`src/rtl/alu_pkg.sv`:
```
// Shared constants and types for the ALU sequencing datapath.
package alu_pkg;
   localparam int W    = 4;
   localparam int REGS = 4;
   localparam int AW   = 2;

   localparam logic [3:0] OP_TRANSFER   = 4'h0;
   localparam logic [3:0] OP_INC        = 4'h1;
   localparam logic [3:0] OP_ADD        = 4'h2;
   localparam logic [3:0] OP_ADDC       = 4'h3;
   localparam logic [3:0] OP_SUBB       = 4'h4;
   localparam logic [3:0] OP_SUB        = 4'h5;
   localparam logic [3:0] OP_DEC        = 4'h6;
   localparam logic [3:0] OP_TRANSFER_C = 4'h7;
   localparam logic [3:0] OP_AND        = 4'h8;
   localparam logic [3:0] OP_OR         = 4'h9;
   localparam logic [3:0] OP_XOR        = 4'hA;
   localparam logic [3:0] OP_NOT        = 4'hB;
   localparam logic [3:0] OP_LOADI      = 4'hC;

   typedef enum logic [1:0] {S_IDLE, S_EXEC, S_WB} state_t;

   typedef struct packed {
      logic [3:0]    op;
      logic [AW-1:0] rd;
      logic [W-1:0]  imm;
   } instr_t;

   function automatic logic op_legal(input logic [3:0] op);
      return op <= OP_LOADI;
   endfunction
endpackage

```
`src/rtl/regfile4x4.sv`:
```
// 4x4 register file: one sync write port, two read ports, combinational debug read.
module regfile4x4 import alu_pkg::*; (
   input  logic          clk,
   input  logic          reset,
   input  logic          we,
   input  logic [AW-1:0] waddr,
   input  logic [W-1:0]  wdata,
   input  logic [AW-1:0] ra_addr,
   output logic [W-1:0]  ra_data,
   input  logic [AW-1:0] rb_addr,
   output logic [W-1:0]  rb_data,
   input  logic [AW-1:0] dbg_addr,
   output logic [W-1:0]  dbg_data
);
   logic [W-1:0] rf [REGS];

   always_ff @(posedge clk) begin
      if (reset) begin
         for (int i = 0; i < REGS; i++) rf[i] <= '0;
      end else if (we) begin
         rf[waddr] <= wdata;
      end
   end

   assign ra_data  = rf[ra_addr];
   assign rb_data  = rf[rb_addr];
   assign dbg_data = rf[dbg_addr];
endmodule

```
`src/rtl/alu_op_sequencer.sv`:
```
// IDLE->EXEC->WB sequencer: latches operands into ALU drive registers, writes result back.
module alu_op_sequencer import alu_pkg::*; (
   input  logic          clk,
   input  logic          reset,
   input  logic          in_valid,
   output logic          in_ready,
   input  logic [3:0]    in_op,
   input  logic [AW-1:0] in_rd,
   input  logic [AW-1:0] in_ra,
   input  logic [AW-1:0] in_rb,
   input  logic [W-1:0]  in_imm,
   output logic [W-1:0]  alu_x,
   output logic [W-1:0]  alu_y,
   output logic [3:0]    alu_select,
   input  logic [W-1:0]  alu_out,
   input  logic          alu_c_out,
   output logic          done,
   output logic          err,
   output logic          flag_c,
   output logic          flag_z,
   input  logic [AW-1:0] dbg_addr,
   output logic [W-1:0]  dbg_data
);
   state_t       state, state_nxt;
   instr_t       ins_q;
   logic         rf_we;
   logic [W-1:0] rf_wdata, ra_data, rb_data;

   assign rf_wdata = (ins_q.op == OP_LOADI) ? ins_q.imm : alu_out;

   regfile4x4 u_rf (
      .clk     (clk),
      .reset   (reset),
      .we      (rf_we),
      .waddr   (ins_q.rd),
      .wdata   (rf_wdata),
      .ra_addr (in_ra),
      .ra_data (ra_data),
      .rb_addr (in_rb),
      .rb_data (rb_data),
      .dbg_addr(dbg_addr),
      .dbg_data(dbg_data)
   );

   always_ff @(posedge clk) begin
      if (reset) begin
         state      <= S_IDLE;
         ins_q      <= '0;
         alu_x      <= '0;
         alu_y      <= '0;
         alu_select <= '0;
         flag_c     <= 1'b0;
         flag_z     <= 1'b0;
      end else begin
         state <= state_nxt;
         // Operands are captured at acceptance so a write to rd==ra/rb cannot disturb them.
         if (state == S_IDLE && in_valid) begin
            ins_q      <= '{op: in_op, rd: in_rd, imm: in_imm};
            alu_x      <= ra_data;
            alu_y      <= rb_data;
            alu_select <= in_op;
         end
         if (state == S_EXEC && op_legal(ins_q.op)) begin
            flag_z <= (rf_wdata == '0);
            if (!ins_q.op[3]) flag_c <= alu_c_out;
         end
      end
   end

   always_comb begin
      state_nxt = state;
      in_ready  = 1'b0;
      rf_we     = 1'b0;
      done      = 1'b0;
      err       = 1'b0;
      case (state)
         S_IDLE: begin
            in_ready = 1'b1;
            if (in_valid) state_nxt = S_EXEC;
         end
         S_EXEC: begin
            rf_we     = op_legal(ins_q.op);
            state_nxt = S_WB;
         end
         S_WB: begin
            done      = 1'b1;
            err       = !op_legal(ins_q.op);
            state_nxt = S_IDLE;
         end
         default: state_nxt = S_IDLE;
      endcase
   end
endmodule
```
`config.mk`:
```
export PLATFORM = sky130hd
export DESIGN_NAME = alu_op_sequencer
export DESIGN_NICKNAME = d
export VERILOG_FILES = /design/src/rtl/alu_pkg.sv /design/src/rtl/regfile4x4.sv /design/src/rtl/alu_op_sequencer.sv
export SDC_FILE = /design/constraint.sdc
export NUM_CORES = 1
export LEC_CHECK = 0
export ABC_AREA = 1
export CAP_MARGIN = 20
export CORE_ASPECT_RATIO = 1.5
export CORE_MARGIN = 3
export CORE_UTILIZATION = 44
export CTS_CLUSTER_DIAMETER = 50
export DETAILED_ROUTE_END_ITERATION = 7
export HOLD_SLACK_MARGIN = 0.02
export PLACE_DENSITY = 0.73
export SKIP_LAST_GASP = 1
export SYNTH_ARGS = -nofsm -noshare
export SYNTH_HDL_FRONTEND = slang
export SYNTH_SLANG_ARGS = --single-unit
```
`constraint.sdc`:
```
create_clock -name clk -period 1.3 [get_ports clk]
set_input_delay 0.26 -clock clk [delete_from_list [all_inputs] [get_ports clk]]
set_output_delay 0.26 -clock clk [all_outputs]
set_load 0.01 [all_outputs]
```
==> Word level (Yosys, flattened, before mapping) <==
Memories as Yosys holds them, arrays and structs flattened. A register that Yosys moved wholly into a read port is not among the register bits.
Index checks and enable logic that the tools add are counted.
{ "totals": {"regBits": 14, "mem_bits_rw": 16, "input_bits": 24, "n_memories": 1} }
{ "classes": {"n_lt_le_gt_ge": 1, "n_eq_ne": 4, "mux": 15, "bitwise_logic": 1, "n_reduce_logical": 7} }
{ "mem_list": {"columns": ["memory", "depth", "width", "read_ports", "rd_clocked_by_memory_dff", "wr", "line_no", "text"], "rows": [
  ["u_rf.rf", 4, 4, 3, 2, 4, "regfile4x4.sv:15", "logic [W-1:0] rf [REGS];"]
]} }
{ "ops": {"columns": ["op", "count"], "rows": [
  ["$mux 1", 10],
  ["$mux 4", 2],
  ["$eq 4x4->1 const B", 1],
  ["$le 4x4->1 const B", 1],
  ["$logic_not 4->1", 1],
  ["$mux 2", 2],
  ["$pmux 2 s2", 1],
  ["$reduce_or 4->1", 1],
  ["$eq 2x1->1 const B", 1],
  ["$eq 2x2->1 const B", 1],
  ["$logic_and 1x1->1", 2],
  ["$logic_not 2->1", 1],
  ["$ne 2x2->1 const B", 1],
  ["$reduce_and 2->1", 1],
  ["$logic_not 1->1", 1],
  ["$not 1->1", 1]
]} }

==> Logic depth before layout (Yosys ltp) <==
{ "logic_depth": {"word_depth": 7, "ltp_mapped": 8, "mapped_depth_nobuf": 8} }

==> Hierarchy <==
A second synthesis with hierarchy kept.
{ "hier_totals": {"cells_unflattened": 279, "area_unflattened_um2": 1991.9} }
{ "modules_own_cells": {"columns": ["mod", "n_inst", "cells_per_inst", "area_per_inst_um2"], "rows": [
  ["regfile4x4", 1, 159, 1083.5],
  ["alu_op_sequencer", 1, 120, 908.4]
]} }

==> Worst setup path after synthesis <==
No wires, ideal clock.
{ "synth_path": {"path_kind": "reg-to-reg", "from": "register ins_q[9] in the netlist's numbering", "to": "memory u_rf.rf[3][0], enable pin", "setup_ns": 0.339, "arrival_time_ns": 1.044, "required_time_ns": 0.961, "path_slack_ns": -0.083, "stages_incl_launch_ff": 7, "n_path_buf": 0, "period_less_slack_ns": 1.383, "cell_sequence": "dfxtp_1 > nand2_1 > inv_1 > o21ai_1 > nand2_4 > a21oi_1 > a21oi_1"} }
{ "synth_lines": {"columns": ["element", "line_no", "text"], "rows": [
  ["start: declaration", "alu_op_sequencer.sv:25", "instr_t ins_q;"],
  ["start signal: assignment", "alu_op_sequencer.sv:58", "ins_q <= '{op: in_op, rd: in_rd, imm: in_imm};"],
  ["end: declaration", "regfile4x4.sv:15", null]
]} }

==> summary.md <==
| Metric | Value |
|---|---|
| Rel. slew slack | 0.792 |
| Commonest cells after routing, fill and taps aside | nor2_1 (40), buf_4 (36), nand2_1 (25) |
| CTS Sinks | 38 |
| Worst Reg-to-Reg Cells | 6 |
| Required time worst endpoint | 1.04 ns |
| CP Class | flip-flop to output port |
| Syn Std Cell Area | 1910 um^2 |
| Setup TNS | -0.649 ns |
| Slowest-stage cell, CP | edfxtp_1 |
| Starting Density | 0.469 |
| RSZ-0062 raised after global routing | yes |
| Ratio of cells with drive above 1 in the final layout | 0.370 |
| Rows | 28 |
| Total Wirelength | 4830 um |
| Post-synthesis sequential area ratio | 0.483 |
| Max-cap violation count | 0 |
| Core footprint | 4060 um^2 |
| Die ar. | 5180 um^2 |
| First-pass GRT wire length | 7730 um |
| Longest Clk Path Bufs | 2 |
| Vias in the first global route | 1839 |
| FILL cells | 335 |
| Synth top area share | 0.252 |
| Tmin final | 1.38 ns |
| Hold buffers post-CTS | 0 |
| Status | complete, but fails checks |
| Stages on the worst setup path | 5 |
| Synthesized netlist net count | 277 |
| CTS clk-pin slew, worst paths | 0.08 ns |
| Worst Hold Slack | 0.361 ns |
| Crit path cell chain | inv_2, o21ai_2, a21oi_2, a21oi_1, buf_2 |
| Slew Limit Fails | 0 |
| Hold Path Depth | 2 |
| PortBufs | 44 |
| Diodes inserted | 0 |
| Crit path buf inv count | 2 |
| Gr usage total | 0.197 |
| GPL Wtd Cong | 0.880 |
| Clock root cell | clkbuf_8 |
| Most common cell after layout, fill and taps aside | nor2_1 |
| Routed len/inst | 12.7 um |
| Leakage | 1.32 nW |
| Yosys top cell by area | edfxtp_1 |
| Worst-Margin Slew | 0.311 ns |
| Initial DRC Count | 65 |
| PD cells | 959 nW/um^2 |
| Max Fclk | 724 MHz |
| Final nets | 358 |
| Largest net degree at the start of global routing | 17 |
| Mapped Cells | 253 |
| Final hold violations | 0 |
| Number of vias per cell | 5.01 |
| Synth warn | 0 |
| Failing checks | negative setup slack |
| CTS H-tree lvls | 2 |
| Overflow after GRT | 0 |
| Top post-synthesis cells by area | edfxtp_1 (25%), dfxtp_1 (23%), nor2_1 (11%), nand2_1 (7.1%), a21oi_1 (6.6%) |
| Synth-to-Final Area Change | 54.0% |
| CTS buffer count | 5 |
| Max incr delay on CP | 0.40 ns |
| Die width | 59.8 um |
| Hpwl dp | 3630 um |
| I/O pins | 45 |
| CP delay by family, top | flip-flops |
| TritonCTS clock tree | yes |
| CP startpoint kind | flip-flop |
| First-pass iteration count of the detailed router | 5 |
| Peak supply drop | 1090 uV |
| Post-synthesis cell type count | 24 |
| Synthesized area per cell | 7.54 um^2 |
| Worst setup margin | -0.0807 ns |
| Skew-Pair Late Insertion Delay | 0.29 ns |
| Worst-path fanout max | 2 |
| Die Y | 86.6 um |
| Layout Skew | 0.00948 ns |
| Final setup fails | 24 |
| Endpoint class of the critical path | output port |
| Routed vias | 1904 |
| Hold WC Path Type | input pin to flip-flop |
| Seq cells post-synth | 38 |
| Initial antenna violation count | 0 |
| Final cycle utilization of the critical path | 1.06 |
| Residual DRC | 0 |
| Critical Path AT | 1.12 ns |
| Routed Antenna Nets | 0 |
## Yosys cell counts
master / count
a21oi_1: 25
buf_1: 1
buf_2: 3
buf_4: 5
clkbuf_1: 5
clkbuf_2: 2
dfxtp_1: 22
edfxtp_1: 16
inv_1: 27
inv_2: 2
nand2_1: 36
nand2_2: 3
nand2_4: 1
nand3_1: 14
nand4_1: 1
nor2_1: 54
nor2_2: 1
nor2_4: 1
nor3_1: 1
nor3_4: 1
o211ai_1: 8
o21ai_0: 22
o21ai_1: 1
o21ai_2: 1
## kinds of logic after synthesis
group,after synthesis,share of synthesized area
AND/OR/NAND/NOR,113,0.253
AO/OA/AOI/OAI,57,0.162
buffers and inverters,45,0.102
flip-flops,38,0.483
## sequential cells by signal, summed over array words and instances (netlist names)
register and flops:
state 2, flag_c 1, alu_y 4, u_rf.rf 16, alu_x 4, ins_q 10, flag_z 1
## metrics by stage
step                power, mW  instances  instance area, um^2  setup WS, ns   util
global route             2.96        380                 2940        -0.138  0.723
finish                   2.81        380                 2940       -0.0807  0.723
global placement         2.01        366                 2640        -0.651  0.649
CTS                      2.79        383                 2840        -0.125  0.698
floorplan                1.70        253                 1910      -0.00881      -
detailed placement       2.02        366                 2640        -0.664  0.649
## final cells by class
type,instances,area (um^2),share of cell area
clock buffers,6,72.6,0.0247
well taps,45,56.3,0.0192
clock inverters,2,8.76,0.00298
inverters,29,125,0.0426
flip-flops and latches,38,928,0.316
multi-input cells,170,971,0.331
repair buffers,90,774,0.264
## final timing paths
path	start	end	slack, ns
max	u_rf.rf[1][0]$_SDFFCE_PN0P_	dbg_data[0]	-0.08
min	reset	state[1]$_SDFFE_PP0P_	0.36
max reg2reg	state[0]$_SDFFE_PP0P_	u_rf.rf[1][0]$_SDFFCE_PN0P_	-0.04
min reg2reg	flag_c$_SDFFE_PP0P_	flag_c$_SDFFE_PP0P_	0.46
## routing by layer
layer,routed length [um],up-vias,GRT usage
li1,-,985,-
met1,1750,853,0.196
met2,2730,54,0.368
met3,209,12,0.0462
met4,142,0,0.0887
met5,0,-,0
## where the power goes
group	switching, mW	internal [mW]
combinational	0.341	0.328
clock	0.392	0.368
sequential	0.0552	1.33
## worst register-to-register path: cells and delay by family, from the launching register on
family | cells | cell delay (ns)
simple gates | 5 | 0.65
flops | 1 | 0.35
buf+inv | 1 | 0.05
## what timing repair did
item | 4_1_cts | 5_1_grt
endpoints found under the setup margin | 55 | 56
gates resized for setup | 85 | 52
setup buffers | 9 | 0
endpoints found under the hold margin | 0 | 0
pin swaps | 6 | 10
(Power assumes the default switching activity.)
